## config.mk

```make
export PLATFORM = sky130hd
export DESIGN_NAME = inst_fetch_flat
export DESIGN_NICKNAME = d
export VERILOG_FILES = /design/src/rtl/fetch_pkg.sv /design/src/rtl/inst_fetch_if.sv /design/src/rtl/fetch_buf.sv /design/src/rtl/inst_fetch.sv /design/src/flat_wrapper.sv
export SDC_FILE = /design/constraint.sdc
export NUM_CORES = 1
export LEC_CHECK = 0
export CORE_ASPECT_RATIO = 0.6
export CORE_MARGIN = 1.5
export CORE_UTILIZATION = 50
export DETAILED_ROUTE_END_ITERATION = 10
export MAX_ROUTING_LAYER = met4
export PLACE_DENSITY = 0.79
export SYNTH_ARGS = -nofsm -noshare
export SYNTH_HDL_FRONTEND = slang
export SYNTH_SLANG_ARGS = --single-unit
export TNS_END_PERCENT = 1
```

## constraint.sdc

```tcl
create_clock -name clk -period 2.58 [get_ports clk]
set_input_delay 0.516 -clock clk [delete_from_list [all_inputs] [get_ports clk]]
set_output_delay 0.516 -clock clk [all_outputs]
set_load 0.05 [all_outputs]
```

## src/rtl/fetch_pkg.sv

```systemverilog
// Shared constants and the fetch buffer entry type for the ELVM instruction fetch stage.
package fetch_pkg;
    localparam int ADDR_W    = 8;
    localparam int INST_W    = 26;
    localparam int BUF_DEPTH = 2;
    localparam logic [ADDR_W-1:0] RESET_PC = '0;

    typedef struct packed {
        logic [ADDR_W-1:0] pc;
        logic [INST_W-1:0] inst;
    } fetch_entry_t;
endpackage

```

## src/rtl/inst_fetch_if.sv

```systemverilog
// Fetch-stage bus: ROM port, decode handshake, redirect and halt control.
interface inst_fetch_if;
    import fetch_pkg::*;

    logic [ADDR_W-1:0] rom_addr;
    logic [INST_W-1:0] rom_data;
    logic [INST_W-1:0] inst;
    logic [ADDR_W-1:0] inst_pc;
    logic              inst_valid;
    logic              inst_ready;
    logic              br_taken;
    logic [ADDR_W-1:0] br_target;
    logic              halt;
    logic              halted;

    modport master (
        output rom_addr, inst, inst_pc, inst_valid, halted,
        input  rom_data, inst_ready, br_taken, br_target, halt
    );

    modport slave (
        input  rom_addr, inst, inst_pc, inst_valid, halted,
        output rom_data, inst_ready, br_taken, br_target, halt
    );
endinterface

```

## src/rtl/fetch_buf.sv

```systemverilog
// Two-entry FIFO of fetched {pc, inst} words; flush wins over push in the same cycle.
module fetch_buf
    import fetch_pkg::*;
(
    input  logic         clk,
    input  logic         rst,
    input  logic         push,
    input  logic         pop,
    input  logic         flush,
    input  fetch_entry_t din,
    output fetch_entry_t head,
    output logic [1:0]   count,
    output logic         full,
    output logic         empty
);
    fetch_entry_t mem [BUF_DEPTH];
    logic         rd_ptr;
    logic         wr_ptr;

    // When full, wr_ptr equals rd_ptr, so a push alongside a pop refills the slot being vacated.
    always_ff @(posedge clk) begin
        if (rst) begin
            for (int i = 0; i < BUF_DEPTH; i++) mem[i] <= '0;
            rd_ptr <= 1'b0;
            wr_ptr <= 1'b0;
            count  <= 2'd0;
        end else if (flush) begin
            rd_ptr <= 1'b0;
            wr_ptr <= 1'b0;
            count  <= 2'd0;
        end else begin
            if (push) begin
                mem[wr_ptr] <= din;
                wr_ptr      <= ~wr_ptr;
            end
            if (pop) rd_ptr <= ~rd_ptr;
            case ({push, pop})
                2'b10:   count <= count + 2'd1;
                2'b01:   count <= count - 2'd1;
                default: count <= count;
            endcase
        end
    end

    assign head  = mem[rd_ptr];
    assign full  = (count == 2'd2);
    assign empty = (count == 2'd0);
endmodule

```

## src/rtl/inst_fetch.sv

```systemverilog
// ELVM instruction fetch: PC, redirect/halt control and a 2-entry fetch buffer.
// Optional INST_FETCH_STALL_CNT_EN adds a saturating stall_cnt output.
module inst_fetch
    import fetch_pkg::*;
(
    input  logic         clk,
    input  logic         rst,
    inst_fetch_if.master bus
`ifdef INST_FETCH_STALL_CNT_EN
    ,
    output logic [15:0]  stall_cnt
`endif
);
    logic [ADDR_W-1:0] pc;
    logic              pop;
    logic              fetch;
    logic              halted_q;
    fetch_entry_t      head;
    fetch_entry_t      wr_entry;
    logic [1:0]        count;
    logic              full;
    logic              empty;

    assign pop      = !empty && bus.inst_ready;
    assign fetch    = !bus.halt && !bus.br_taken && (!full || pop);
    assign wr_entry = '{pc: pc, inst: bus.rom_data};

    fetch_buf u_buf (
        .clk   (clk),
        .rst   (rst),
        .push  (fetch),
        .pop   (pop),
        .flush (bus.br_taken),
        .din   (wr_entry),
        .head  (head),
        .count (count),
        .full  (full),
        .empty (empty)
    );

    // Redirect beats fetch; halt only blocks the increment, never the redirect.
    always_ff @(posedge clk) begin
        if (rst) begin
            pc       <= RESET_PC;
            halted_q <= 1'b0;
        end else begin
            if (bus.br_taken)  pc <= bus.br_target;
            else if (fetch)    pc <= pc + 1'b1;
            halted_q <= bus.halt && (count == 2'd0);
        end
    end

`ifdef INST_FETCH_STALL_CNT_EN
    always_ff @(posedge clk) begin
        if (rst)
            stall_cnt <= 16'd0;
        else if (!empty && !bus.inst_ready && stall_cnt != 16'hFFFF)
            stall_cnt <= stall_cnt + 16'd1;
    end
`endif

    assign bus.rom_addr   = pc;
    assign bus.inst       = head.inst;
    assign bus.inst_pc    = head.pc;
    assign bus.inst_valid = !empty;
    assign bus.halted     = halted_q;
endmodule

```

## src/flat_wrapper.sv

```systemverilog
// flat-port wrapper written by rule: the top's interface ports become plain ports
module inst_fetch_flat import fetch_pkg::*;
  (clk, rst, bus_rom_addr, bus_inst, bus_inst_pc, bus_inst_valid, bus_halted, bus_rom_data, bus_inst_ready, bus_br_taken, bus_br_target, bus_halt);
  inst_fetch_if bus_i ();
  input  logic clk;
  input  logic rst;
  output wire logic [$bits(bus_i.rom_addr)-1:0] bus_rom_addr;
  output wire logic [$bits(bus_i.inst)-1:0] bus_inst;
  output wire logic [$bits(bus_i.inst_pc)-1:0] bus_inst_pc;
  output wire logic [$bits(bus_i.inst_valid)-1:0] bus_inst_valid;
  output wire logic [$bits(bus_i.halted)-1:0] bus_halted;
  input wire logic [$bits(bus_i.rom_data)-1:0] bus_rom_data;
  input wire logic [$bits(bus_i.inst_ready)-1:0] bus_inst_ready;
  input wire logic [$bits(bus_i.br_taken)-1:0] bus_br_taken;
  input wire logic [$bits(bus_i.br_target)-1:0] bus_br_target;
  input wire logic [$bits(bus_i.halt)-1:0] bus_halt;
  assign bus_rom_addr = bus_i.rom_addr;
  assign bus_inst = bus_i.inst;
  assign bus_inst_pc = bus_i.inst_pc;
  assign bus_inst_valid = bus_i.inst_valid;
  assign bus_halted = bus_i.halted;
  assign bus_i.rom_data = bus_rom_data;
  assign bus_i.inst_ready = bus_inst_ready;
  assign bus_i.br_taken = bus_br_taken;
  assign bus_i.br_target = bus_br_target;
  assign bus_i.halt = bus_halt;
  inst_fetch u_core (.clk(clk), .rst(rst), .bus(bus_i));
endmodule
```

==> impl_metrics.json <==
{
  "p_sw_uw": 840,
  "dieArea_um2": 7940,
  "remaining_drc_errors": 0,
  "wl_per_cell_um": 17.7,
  "grt_pass1_vias": 2390,
  "relSlewSlack": 0.264,
  "cts-htree-levels": 3,
  "p_leak_uw": 0.00208,
  "fillers": 550,
  "critPathKind": "flop to output port",
  "slew_violations": 0,
  "seq_area_frac_synth": 0.628,
  "async_flop_share": 0,
  "core_area_um2": 7210,
  "drt_iter0_drc": 236,
  "whs_ps": 513,
  "met2_length_um": 3480,
  "crit_family": "buffers and inverters",
  "syn2layout_area_growth_pct": 30.3,
  "fin_nets": 396,
  "clk_path_buf_depth": 2,
  "p_sw_frac": 0.257,
  "ant_nets": 0,
  "dp_cells": 436,
  "p_comb_frac": 0.156,
  "vdd_drop_max_mv": 0.388,
  "grt_pass1_wl_um": 12600,
  "syn_avg_cell_area_um2": 13.4,
  "die_width_um": 114,
  "worst_hold_path.num_cells": 2,
  "yosys_most_used_dff": "edfxtp_1",
  "path_cells": "or2_2 -> clkdlybuf4s50_1",
  "holdCritStartpoint": "u_core.u_buf.rd_ptr",
  "setup_violations": 0,
  "ios": 83,
  "fin_setup_tns_ps": 0,
  "setup_slack_ps": 308,
  "synth.distinct_cells": 35,
  "grt_usage": 0.222,
  "cts-root-buf": "clkbuf_16",
  "syn_inst": 275,
  "cellPowerDensity_nw_per_um2": 679,
  "clkTransAtPathRegs_ps": 60,
  "reg2reg_from": "u_core.u_buf.count[1]",
  "critical_path.max_stage_delay_ps": 800,
  "highest_layer": "met4",
  "yosysWarnings": 0,
  "io_buffers": 82,
  "fmaxAchievable_ghz": 0.440,
  "cts_buffers": 9,
  "p_clk_frac": 0.374,
  "netlist_area_um2": 3700,
  "crit_required_ps": 2060,
  "synth-seq-cells": 82,
  "finalCoreUtilization": 0.669,
  "viasPerCell": 5.54,
  "reg2reg_slack_ps": 790,
  "critical_path.reg2reg.endpoint": "u_core.u_buf.mem[1][27]",
  "final_cell_mix": "and3_1 (68), edfxtp_1 (68), clkdlybuf4s50_1 (48)",
  "synth-edff-count": 68,
  "die_y_um": 69.6,
  "cp-end-kind": "output port",
  "start_kind": "flop",
  "vias": 2502,
  "hold_buffers": 0,
  "post-cts-setup-buffers": 0,
  "dr.pass1.iters": 7,
  "ff2ff_path_depth": 5,
  "cpMaxStageDelayCell": "clkdlybuf4s50_1",
  "place.detailed.hpwl_um": 5030,
  "diodes": 0,
  "grt_antenna_before_repair": 0,
  "intPower_uw": 2430,
  "cts_tree": "built",
  "m1WireLength_um": 3950,
  "num_rows": 24,
  "fin_skew_ps": 5.39,
  "crit_buf_inv": 1,
  "wl_met3_um": 517,
  "status": "finished clean",
  "drive_gt1_frac": 0.280,
  "rsz0062_at_grt": "false",
  "crit_fanout": 6,
  "worst_pin_slew_ps": 1100,
  "stdcell_count": 452,
  "hold_class": "flop to flop",
  "pwr-share-seq": 0.470,
  "syn_nets": 315,
  "cts_resized": 0,
  "clock_sinks": 82,
  "grt_max_degree": 69,
  "max_cap_viol_count": 0,
  "routed_wl_um": 8000,
  "pre_cts_slack_ps": 198,
  "gp_congestion": 0.791,
  "initial_core_util": 0.513,
  "period_minus_slack_ps": 2270,
  "hold_violations": 0,
  "fin_crit_sh": 0.881,
  "worst-endpoint-arrival_ps": 1760,
  "grt-ovfl-total": 0,
  "clock_latency_ps": 340
}
stage by stage:
step	area, µm²	power, µW
floorplan	3700	1880
global placement	4530	2070
detailed placement	4530	2070
CTS	4820	3290
global route	4820	3370
finish	4820	3270
cells by family after synthesis:
group / synth area share
buffers and inverters: 0.0352
flip-flops: 0.628
adder cells (fa/ha/maj): 0.00338
XOR/XNOR: 0.0189
AO/OA/AOI/OAI: 0.0321
AND/OR/NAND/NOR: 0.176
multiplexers: 0.106
synthesized netlist by cell type (2+ instances only):
cell type	count	area, µm²
inv_1	3	11.3
xnor2_1	7	61.3
nor4b_1	2	17.5
mux2_2	34	383
nand2_1	10	37.5
o22ai_1	2	12.5
buf_6	4	45.0
buf_1	2	7.51
nand3_1	3	15.0
dfxtp_1	14	280
and3_1	68	425
a21o_1	2	15.0
nor2_4	2	22.5
a2111oi_2	2	30.0
or2_2	2	12.5
and4_1	2	17.5
edfxtp_1	68	2040
nor2_1	10	37.5
o21ai_0	2	10.0
clkbuf_1	15	56.3
nor3_1	3	15.0
a211oi_1	5	37.5
worst max-delay path by stage:
stage          slack (ps)  cells past startpoint                   from                      end
3_3_place_gp          240                      3           bus_br_taken  u_core.u_buf.mem[0][25]
6_report              310                      2  u_core.u_buf.count[0]           bus_inst_valid
4_1_cts               290                      2  u_core.u_buf.count[0]           bus_inst_valid
5_1_grt               230                      2  u_core.u_buf.count[0]           bus_inst_valid
3_5_place_dp          200                      3           bus_br_taken  u_core.u_buf.mem[0][14]
2_1_floorplan         300                      5         bus_inst_ready   u_core.u_buf.mem[0][0]
worst register-to-register path: cells and delay by family, from the launching register on:
family          cells  cell delay [ps]
simple gates        3              680
flops               1              420
compound gates      1              190
buf+inv             1              220
flip-flops by register name (all words and copies together) (netlist names), named ones only:
signal,flops
u_core.bus.halted,1
u_core.bus.rom_addr,8
u_core.u_buf.count,2
u_core.u_buf.mem,68
u_core.u_buf.rd_ptr,1
u_core.u_buf.wr_ptr,1
metal layers:
| layer | global-route usage | vias to the layer above |
|---|---|---|
| met5 | - | - |
| met4 | 0.0514 | 0 |
| met3 | 0.0760 | 8 |
| met2 | 0.317 | 80 |
| met1 | 0.309 | 1221 |
| li1 | - | 1193 |
layout make-up:
| type | instances | area [µm²] | area share |
|---|---|---|---|
| repair buffers | 93 | 831 | 0.172 |
| multi-input cells | 167 | 1250 | 0.260 |
| flip-flops and latches | 82 | 2320 | 0.482 |
| clock inverters | 7 | 60.1 | 0.0125 |
| inverters | 3 | 11.3 | 0.00234 |
| clock buffers | 9 | 225 | 0.0467 |
| well taps | 91 | 114 | 0.0236 |
power by group through the flow:
| stage | combinational [µW] | clock, µW | sequential (µW) |
|---|---|---|---|
| after CTS | 511 | 1240 | 1540 |
| after global placement | 504 | 0 | 1560 |
| after detailed placement | 508 | 0 | 1570 |
| final | 509 | 1220 | 1540 |
| after floorplan | 286 | 0 | 1590 |
| after global routing | 536 | 1290 | 1550 |
Power figures use the tool's default switching activity.
